### src/rtl/md_issue_ctrl.sv
// md_issue_ctrl
// Issue/sequencing controller for the HI/LO multiply-divide datapath. It sits
// between the E stage and the datapath: accepts HI/LO-class ops, latches
// their operands, pulses md_start, counts the op latency and then pulses
// md_commit. While an op is in flight, any HI/LO-class instruction in E is
// stalled. mthi/mtlo are turned into one-cycle HI/LO write strobes, and a
// flush cancels an in-flight op with a one-cycle md_abort pulse.
//
// Optional feature: define MD_DIV0_FAST_EN to finish div/divu by zero in a
// single busy cycle with no start/commit pulse (HI/LO left unchanged).
//
// Handshake: there is no backpressure from the datapath. An E-stage op is
// taken in the cycle it is presented if e_valid_i & !busy_o & !flush_i;
// otherwise a HI/LO-class op is held in E by stall_o until the unit frees.
//
// Ports
//   clk, reset       clock, synchronous active-high reset
//   e_valid_i        E-stage instruction valid
//   e_op_i[3:0]      0 NONE,1 MULT,2 MULTU,3 DIV,4 DIVU,5 MTHI,6 MTLO,
//                    7 MFHI,8 MFLO,9 MADD,10 MADDU,11 MSUB,12 MSUBU,13-15 NONE
//   e_rs_i, e_rt_i   E-stage operand values
//   flush_i          kill E-stage instruction and any in-flight op
//   stall_o          freeze F/D/E (combinational)
//   busy_o           unit occupied
//   md_start_o       one-cycle start pulse to the datapath
//   md_op_o          latched op, held from start through commit/abort
//   md_a_o, md_b_o   latched rs/rt
//   md_commit_o      one-cycle pulse: result written into HI/LO
//   md_abort_o       one-cycle pulse: in-flight op cancelled
//   we_hi_o, we_lo_o one-cycle HI/LO write strobes for mthi/mtlo
//   wdata_o          data for we_hi_o/we_lo_o
//   dbg_state_o      current controller state (debug)

module md_issue_ctrl #(
    parameter int MULT_LAT = 5,
    parameter int DIV_LAT  = 10
) (
    input  logic        clk,
    input  logic        reset,
    input  logic        e_valid_i,
    input  logic [3:0]  e_op_i,
    input  logic [31:0] e_rs_i,
    input  logic [31:0] e_rt_i,
    input  logic        flush_i,
    output logic        stall_o,
    output logic        busy_o,
    output logic        md_start_o,
    output logic [3:0]  md_op_o,
    output logic [31:0] md_a_o,
    output logic [31:0] md_b_o,
    output logic        md_commit_o,
    output logic        md_abort_o,
    output logic        we_hi_o,
    output logic        we_lo_o,
    output logic [31:0] wdata_o,
    output logic [1:0]  dbg_state_o
);

    localparam int MAX_LAT = (MULT_LAT > DIV_LAT) ? MULT_LAT : DIV_LAT;
    localparam int CNT_W   = $clog2(MAX_LAT + 1);

    // Counter load values: the first RUN cycle already counts as one.
    localparam logic [CNT_W-1:0] MULT_CNT0 = CNT_W'(MULT_LAT - 1);
    localparam logic [CNT_W-1:0] DIV_CNT0  = CNT_W'(DIV_LAT - 1);

    localparam logic [3:0] OP_DIV   = 4'd3;
    localparam logic [3:0] OP_DIVU  = 4'd4;
    localparam logic [3:0] OP_MTHI  = 4'd5;
    localparam logic [3:0] OP_MTLO  = 4'd6;
    localparam logic [3:0] OP_MFHI  = 4'd7;
    localparam logic [3:0] OP_MFLO  = 4'd8;

    typedef enum logic [1:0] {
        ST_IDLE = 2'd0,
        ST_RUN  = 2'd1,
        ST_DIV0 = 2'd2
    } state_t;

    state_t             state_q;
    logic [CNT_W-1:0]   cnt_q;
    logic               md_start_q;
    logic [3:0]         md_op_q;
    logic [31:0]        md_a_q;
    logic [31:0]        md_b_q;
    logic               md_abort_q;
    logic               we_hi_q;
    logic               we_lo_q;
    logic [31:0]        wdata_q;

    // Instruction class decode
    logic is_div;
    logic is_arith;
    logic is_move;
    logic is_read;
    logic is_md;
    logic div0_fast;

    assign is_div   = (e_op_i == OP_DIV) || (e_op_i == OP_DIVU);
    assign is_arith = ((e_op_i >= 4'd1) && (e_op_i <= 4'd4)) ||
                      ((e_op_i >= 4'd9) && (e_op_i <= 4'd12));
    assign is_move  = (e_op_i == OP_MTHI) || (e_op_i == OP_MTLO);
    assign is_read  = (e_op_i == OP_MFHI) || (e_op_i == OP_MFLO);
    assign is_md    = is_arith | is_move | is_read;

`ifdef MD_DIV0_FAST_EN
    assign div0_fast = is_div && (e_rt_i == 32'd0);
`else
    assign div0_fast = 1'b0;
`endif

    logic busy;
    logic take;

    assign busy = (state_q != ST_IDLE);
    // Anything taken from E requires a free unit and no flush this cycle.
    assign take = e_valid_i & ~busy & ~flush_i;

    // Single FSM block: state, latency counter and all registered outputs.
    always_ff @(posedge clk) begin
        if (reset) begin
            state_q    <= ST_IDLE;
            cnt_q      <= '0;
            md_start_q <= 1'b0;
            md_op_q    <= '0;
            md_a_q     <= '0;
            md_b_q     <= '0;
            md_abort_q <= 1'b0;
            we_hi_q    <= 1'b0;
            we_lo_q    <= 1'b0;
            wdata_q    <= '0;
        end else begin
            md_start_q <= 1'b0;
            md_abort_q <= 1'b0;
            we_hi_q    <= 1'b0;
            we_lo_q    <= 1'b0;
            case (state_q)
                ST_IDLE: begin
                    if (take && is_arith) begin
                        md_op_q <= e_op_i;
                        md_a_q  <= e_rs_i;
                        md_b_q  <= e_rt_i;
                        if (div0_fast) begin
                            state_q <= ST_DIV0;
                            cnt_q   <= '0;
                        end else begin
                            state_q    <= ST_RUN;
                            md_start_q <= 1'b1;
                            cnt_q      <= is_div ? DIV_CNT0 : MULT_CNT0;
                        end
                    end
                    if (take && is_move) begin
                        we_hi_q <= (e_op_i == OP_MTHI);
                        we_lo_q <= (e_op_i == OP_MTLO);
                        wdata_q <= e_rs_i;
                    end
                end
                ST_RUN: begin
                    // The commit cycle wins over a simultaneous flush.
                    if (cnt_q == '0) begin
                        state_q <= ST_IDLE;
                    end else if (flush_i) begin
                        state_q    <= ST_IDLE;
                        md_abort_q <= 1'b1;
                        cnt_q      <= '0;
                    end else begin
                        cnt_q <= cnt_q - 1'b1;
                    end
                end
                ST_DIV0: begin
                    // One busy cycle, HI/LO untouched, nothing to abort.
                    state_q <= ST_IDLE;
                end
                default: begin
                    state_q <= ST_IDLE;
                end
            endcase
        end
    end

    assign stall_o     = e_valid_i & is_md & busy & ~flush_i;
    assign busy_o      = busy;
    assign md_start_o  = md_start_q;
    assign md_op_o     = md_op_q;
    assign md_a_o      = md_a_q;
    assign md_b_o      = md_b_q;
    // Commit is a pure function of registered state: last RUN cycle.
    assign md_commit_o = (state_q == ST_RUN) && (cnt_q == '0);
    assign md_abort_o  = md_abort_q;
    assign we_hi_o     = we_hi_q;
    assign we_lo_o     = we_lo_q;
    assign wdata_o     = wdata_q;
    assign dbg_state_o = state_q;

endmodule
### config.mk
export PLATFORM = sky130hd
export DESIGN_NAME = md_issue_ctrl
export DESIGN_NICKNAME = d
export VERILOG_FILES = /design/src/rtl/md_issue_ctrl.sv
export SDC_FILE = /design/constraint.sdc
export NUM_CORES = 1
export LEC_CHECK = 0
export ABC_AREA = 1
export CAP_MARGIN = 25
export CORE_ASPECT_RATIO = 1.4
export CORE_MARGIN = 10
export CORE_UTILIZATION = 42
export CTS_CLUSTER_SIZE = 10
export DETAILED_ROUTE_END_ITERATION = 12
export GPL_ROUTABILITY_DRIVEN = 0
export PLACE_DENSITY = 0.78
export SYNTH_ARGS = -nofsm -noshare
export SYNTH_HDL_FRONTEND = slang
export SYNTH_SLANG_ARGS = --single-unit
### constraint.sdc
create_clock -name clk -period 1.8 [get_ports clk]
set_clock_uncertainty 0.1 [all_clocks]
set_input_delay 0.36 -clock clk [delete_from_list [all_inputs] [get_ports clk]]
set_output_delay 0.36 -clock clk [all_outputs]
set_load 0.005 [all_outputs]
**Word level (Yosys, flattened, before mapping)**

Index checks and enable logic that the tools add are counted.

- Register bits after elaboration: 110
- Output and inout bits: 109
- Input port bits: 72
- Word-level logic and storage cells: 68

- $add $sub $neg: 1
- Multiplexer cells: 11
- Bitwise operators: 12
- $lt $le $gt $ge: 4
- Reductions and logical operators: 20
- Eq/ne operators: 10

Operators with widths:

| kind | count |
|---|---|
| equality test 4 x 3 -> 1 bit (second input constant) | 4 |
| 2-to-1 mux 4 bit | 4 |
| case mux 4 bit (2 select lines) | 1 |
| 2-to-1 mux 2 bit | 3 |
| AND reduction 2 bit | 3 |
| OR reduction 3 bit | 2 |
| bitwise AND 1 bit | 5 |
| logical AND 1 bit | 5 |
| inverter 1 bit | 5 |
| equality test 4 x 2 -> 1 bit (second input constant) | 1 |
| equality test 4 bit (second input constant) | 1 |
| greater-or-equal comparator 4 x 1 -> 1 bit (second input constant) | 1 |
| greater-or-equal comparator 4 bit (second input constant) | 1 |
| <= comparator 4 x 3 -> 1 bit (second input constant) | 1 |
| <= comparator 4 bit (second input constant) | 1 |
| logical NOT 4 bit | 1 |
| logical OR 1 bit | 4 |
| != test 2 bit (second input constant) | 2 |
| case mux 2 bit (2 select lines) | 1 |
| nonzero test 2 bit | 2 |
| subtractor 4 x 1 -> 4 bit (second input constant) | 1 |
| != test 3 bit (second input constant) | 1 |
| AND reduction 3 bit | 1 |
| equality test 2 x 1 -> 1 bit (second input constant) | 1 |
| 4 further kinds | 6 |

**Longest topological paths before layout**

- Depth in word-level cells: 8
- Mapped depth: 9
- Depth with buffers taken out: 8

**Worst setup path after synthesis**

Ideal clock, no wire load.

- Path type: in2reg
- Start point: in reset
- End point: reg md_a_q[0], in the netlist md_a_o[0]
- Cell stages on the path: 4
- Path slack: 0.277 ns
- Arrival: 1.279 ns
- Required time: 1.557 ns
- Path buffers: 3
- Library setup time: 0.143 ns
- Cell sequence: buf_2 clkbuf_1 clkbuf_1 a21oi_2

RTL lines:

| what | RTL line | RTL |
|---|---|---|
| start, declared | 39 | `input logic reset,` |
| end signal, assigned | 140 | `md_a_q <= e_rs_i;` |
| end, declared | 83 | `logic [31:0] md_a_q;` |

No word-level cell between the ends.

**Worst setup path after layout**

- Start point: in e_op_i[0]
- End point: out stall_o

- Longest elaborated chain between the ends: 8
- Elaborated cells on any way between the ends: 18
- Those cells by class: order compare (4); eq/ne (4); bitwise (5); reduce/logical (5)

RTL lines:

| what | RTL line | RTL |
|---|---|---|
| start, declared | 41 | `input logic [3:0] e_op_i,` |
| greater-or-equal comparator 4 x 1 -> 1 bit, or another cell as far along | 99 | `assign is_arith = ((e_op_i >= 4'd1) && (e_op_i <= 4'd4)) \|\|` |
| logical AND 1 bit (on tied branches) | 99, 100 |  |
| logical OR 1 bit | 99 |  |
| OR 1 bit | 103 | `assign is_md = is_arith \| is_move \| is_read;` |
| OR 1 bit (*) | 103 |  |
| bitwise AND 1 bit (*) (3 in a row) | 180 | `assign stall_o = e_valid_i & is_md & busy & ~flush_i;` |
| end, declared | 45 | `output logic stall_o,` |

Every way passes the cells marked *; elsewhere a longest branch is shown, timed or not.

==> results.py <==
metrics = {
    "pwr": {
        "ir_drop_v": 0.000609,
        "power_leakage_nw": 2.37,
        "powerDensity_nw_per_um2": 785,
        "p_comb_share_pct": 14.0,
        "swShare_pct": 23.2,
        "internal-power_mw": 3.96,
        "pwr-share-seq_pct": 48.8,
        "p_sw_mw": 1.20,
        "clkPwrFrac_pct": 37.2,
    },
    "timing": {
        "finalSetupViolCount": 0,
        "maxSlewViolCount": 0,
        "period_share_pct": 95.6,
        "period_minus_slack_ns": 1.72,
        "finalSetupTns_ns": 0,
        "max_clock_freq_ghz": 0.581,
        "hold_violations": 0,
    },
    "setup_path": {
        "crit_required_ns": 1.34,
        "cp_data_arrival_time_ns": 1.26,
        "cpMostUsedCell": "dlygate4sd2_1",
        "worstPathCellList": "dlygate4sd2_1 -> nor2_2 -> a21oi_2 -> nand2_1 -> nand3_1 -> inv_1 -> dlygate4sd2_1",
        "slowest_stage": "dlygate4sd2_1",
        "ff2ff_setup_slack_ns": 0.29,
        "startpoint_type": "primary input",
        "crit_type": "primary input to output port",
        "reg2reg_from": "dbg_state_o[0]",
        "timing.rr.end": "md_b_o[14]",
        "cp_slowest_stage_delay_ns": 0.27,
        "cp-end-kind": "output port",
        "reg2reg_depth": 6,
        "critical_path.max_fanout": 3,
    },
    "grt": {
        "grt.total_usage_pct": 18.5,
        "antenna_found_initial": 0,
        "grt_max_degree": 47,
        "grt_pass1_wl_mm": 22.1,
        "grt_overflow_total": 0,
        "grt_pass1_vias": 4263,
    },
    "synth": {
        "yosysTopAreaCellShare_pct": 51.6,
        "syn_nets": 607,
        "yosysMostFrequentCell": "nand2_1",
        "ys.flop_type": "dfxtp_1",
        "async_flop_share_pct": 0,
        "synth-edff-count": 0,
        "synthTopCellsByCount": "nand2_1 (125), nand3_1 (111), dfxtp_1 (109)",
        "synth.area.top_cells": "dfxtp_1 (52%), nand3_1 (13%), nand2_1 (11%), a21oi_1 (11%), buf_2 (2.4%)",
        "synth_largest_area_cell": "dfxtp_1",
        "synthCells": 533,
        "syn_area_um2": 4230,
        "ys_seq_area_share_pct": 51.6,
        "synth_area_per_cell_um2": 7.93,
        "ys_ff_latch": 109,
        "synth.distinct_cells": 22,
        "yosysWarnings": 0,
    },
    "floorplan": {
        "dieArea_um2": 14500,
        "num_rows": 43,
        "die_h_um": 139,
        "boundaryPins": 181,
        "initial_core_util_pct": 42.7,
        "die_w_um": 105,
        "core_area_um2": 9900,
    },
    "status": {
        "run_status": "complete, no violations",
    },
    "clocking": {
        "cts.sinks": 109,
        "htreeDepth": 3,
        "cts_tree": "done",
        "insertion_delay_ns": 0.34,
        "cts_buffer_depth": 2,
        "cts_buffers": 9,
        "clockRootBuffer": "clkbuf_16",
        "clkTransAtPathRegs_ns": 0.07,
    },
    "route": {
        "drtAntennaViolNets": 0,
        "vias": 4358,
        "wl_per_cell_um": 16.6,
        "vias_per_cell": 5.12,
        "firstDrtPassIters": 5,
        "drt_iter0_markers": 221,
        "drt_wl_total_mm": 14.1,
        "post-route-drc-count": 0,
    },
    "placed_design": {
        "portBuffers": 179,
        "post-dp-hpwl_mm": 10.5,
    },
    "min_path": {
        "min_from": "reset",
        "worstHoldEndpoint": "md_a_o[1]",
        "min_path_type": "primary input to flip-flop",
        "hold_path_depth": 2,
    },
    "cells_and_area": {
        "area_growth_pct": 55.4,
        "nNetsFinal": 787,
        "fin_util_pct": 66.4,
        "drive_gt1_share_pct": 11.3,
        "diodes": 0,
    },
    "run": {
        "drv_cap": 0,
    },
}
worst max-delay path: cells and delay by family:
kind	cells	cell delay, ns
AO/OA/AOI/OAI	1	0.06
buffers and inverters	3	0.55
AND/OR/NAND/NOR	3	0.28
metrics by stage:
| step | instances | hold WS [ns] | power (mW) | setup WS [ns] | area [um2] |
|---|---|---|---|---|---|
| 2_1_floorplan | 533 | 0.355 | 2.87 | 0.277 | 4230 |
| 3_3_place_gp | 833 | 0.347 | 3.26 | -0.374 | 6230 |
| 3_5_place_dp | 833 | 0.351 | 3.28 | -0.405 | 6230 |
| 4_1_cts | 849 | 0.297 | 5.18 | 0.0711 | 6530 |
| 5_1_grt | 851 | 0.311 | 5.33 | -0.0166 | 6570 |
| 6_report | 851 | 0.303 | 5.16 | 0.0788 | 6570 |
kinds of logic (layout without fill, tap and decap cells):
kind of cell               count (synthesis)  in the layout  synth area share, %
and+or+nand+nor                          258            258                 27.0
DFF                                      109            109                 51.6
AOI/OAI and AO/OA                        104            104                 13.2
buffers and inverters                     59            242                 7.51
adders and majority gates                  2              2                0.592
other                                      1              1               0.0887
layout by cell type (no fill, tap or decap), types with 2 or more instances in the layout:
| master | netlist | final |
|---|---|---|
| buf_4 | 7 | 30 |
| inv_1 | 9 | 8 |
| clkdlybuf4s50_1 | 0 | 169 |
| inv_2 | 4 | 5 |
| nor2_1 | 13 | 11 |
| nand2_1 | 125 | 123 |
| nand3_1 | 111 | 110 |
| dlygate4sd2_1 | 0 | 7 |
| nor3_2 | 2 | 2 |
| nor2_2 | 3 | 4 |
| a21oi_2 | 10 | 11 |
| clkbuf_1 | 13 | 2 |
| a21oi_1 | 92 | 91 |
| dfxtp_1 | 109 | 108 |
| clkbuf_16 | 0 | 9 |
| nand2_4 | 1 | 2 |
| buf_12 | 0 | 6 |
| nand2_2 | 1 | 2 |
what timing repair did:
action / CTS / global route
setup endpoints to repair: 5 / 17
pin swaps: 3 / 2
resized for setup: 18 / 5
hold buffers: 0 / 0
setup buffers: 2 / 2
cell type report:
class	count	area, um2
fillers	858	3330
flip-flops and latches	109	2180
repair buffers	215	2120
multi-input cells	365	1760
clock buffers	12	246
well taps	135	169
inverters	13	48.8
clock inverters	2	35.0
registers in the layout, indices dropped and copies added (netlist names):
name	cells
md_b_o	32
md_a_o	32
md_start_o	1
we_hi_o	1
dbg_state_o	1
we_lo_o	1
md_abort_o	1
wdata_o	32
cnt_q	4
md_op_o	4
power by group through the flow:
stage               registers [mW]  logic (mW)  clock network (mW)
global placement              2.57       0.692                   0
finish                        2.52       0.724                1.92
global route                  2.52       0.785                2.02
detailed placement            2.57       0.707                   0
CTS                           2.52       0.712                1.95
floorplan                     2.57       0.292                   0
worst max-delay path by stage:
stage	startpoint	to	cells after the start	slack, ns
after floorplan	reset	md_a_o[0]	4	0.28
after global placement	e_op_i[2]	stall_o	8	-0.37
after detailed placement	e_op_i[2]	stall_o	8	-0.40
after CTS	e_op_i[2]	stall_o	8	0.07
after global routing	e_op_i[0]	stall_o	7	-0.02
final	e_op_i[0]	stall_o	7	0.08
metal layers:
| metal | global-route usage [%] | part of all wire, % | vias up |
|---|---|---|---|
| met2 | 31.3 | 51 | 170 |
| met4 | 9.20 | 2.9 | 0 |
| met3 | 5.72 | 7.9 | 28 |
| met1 | 20.5 | 39 | 2024 |
| met5 | 0 | 0 | - |
| li1 | - | - | 2136 |
Note: power is estimated with default switching activity, not from simulation.
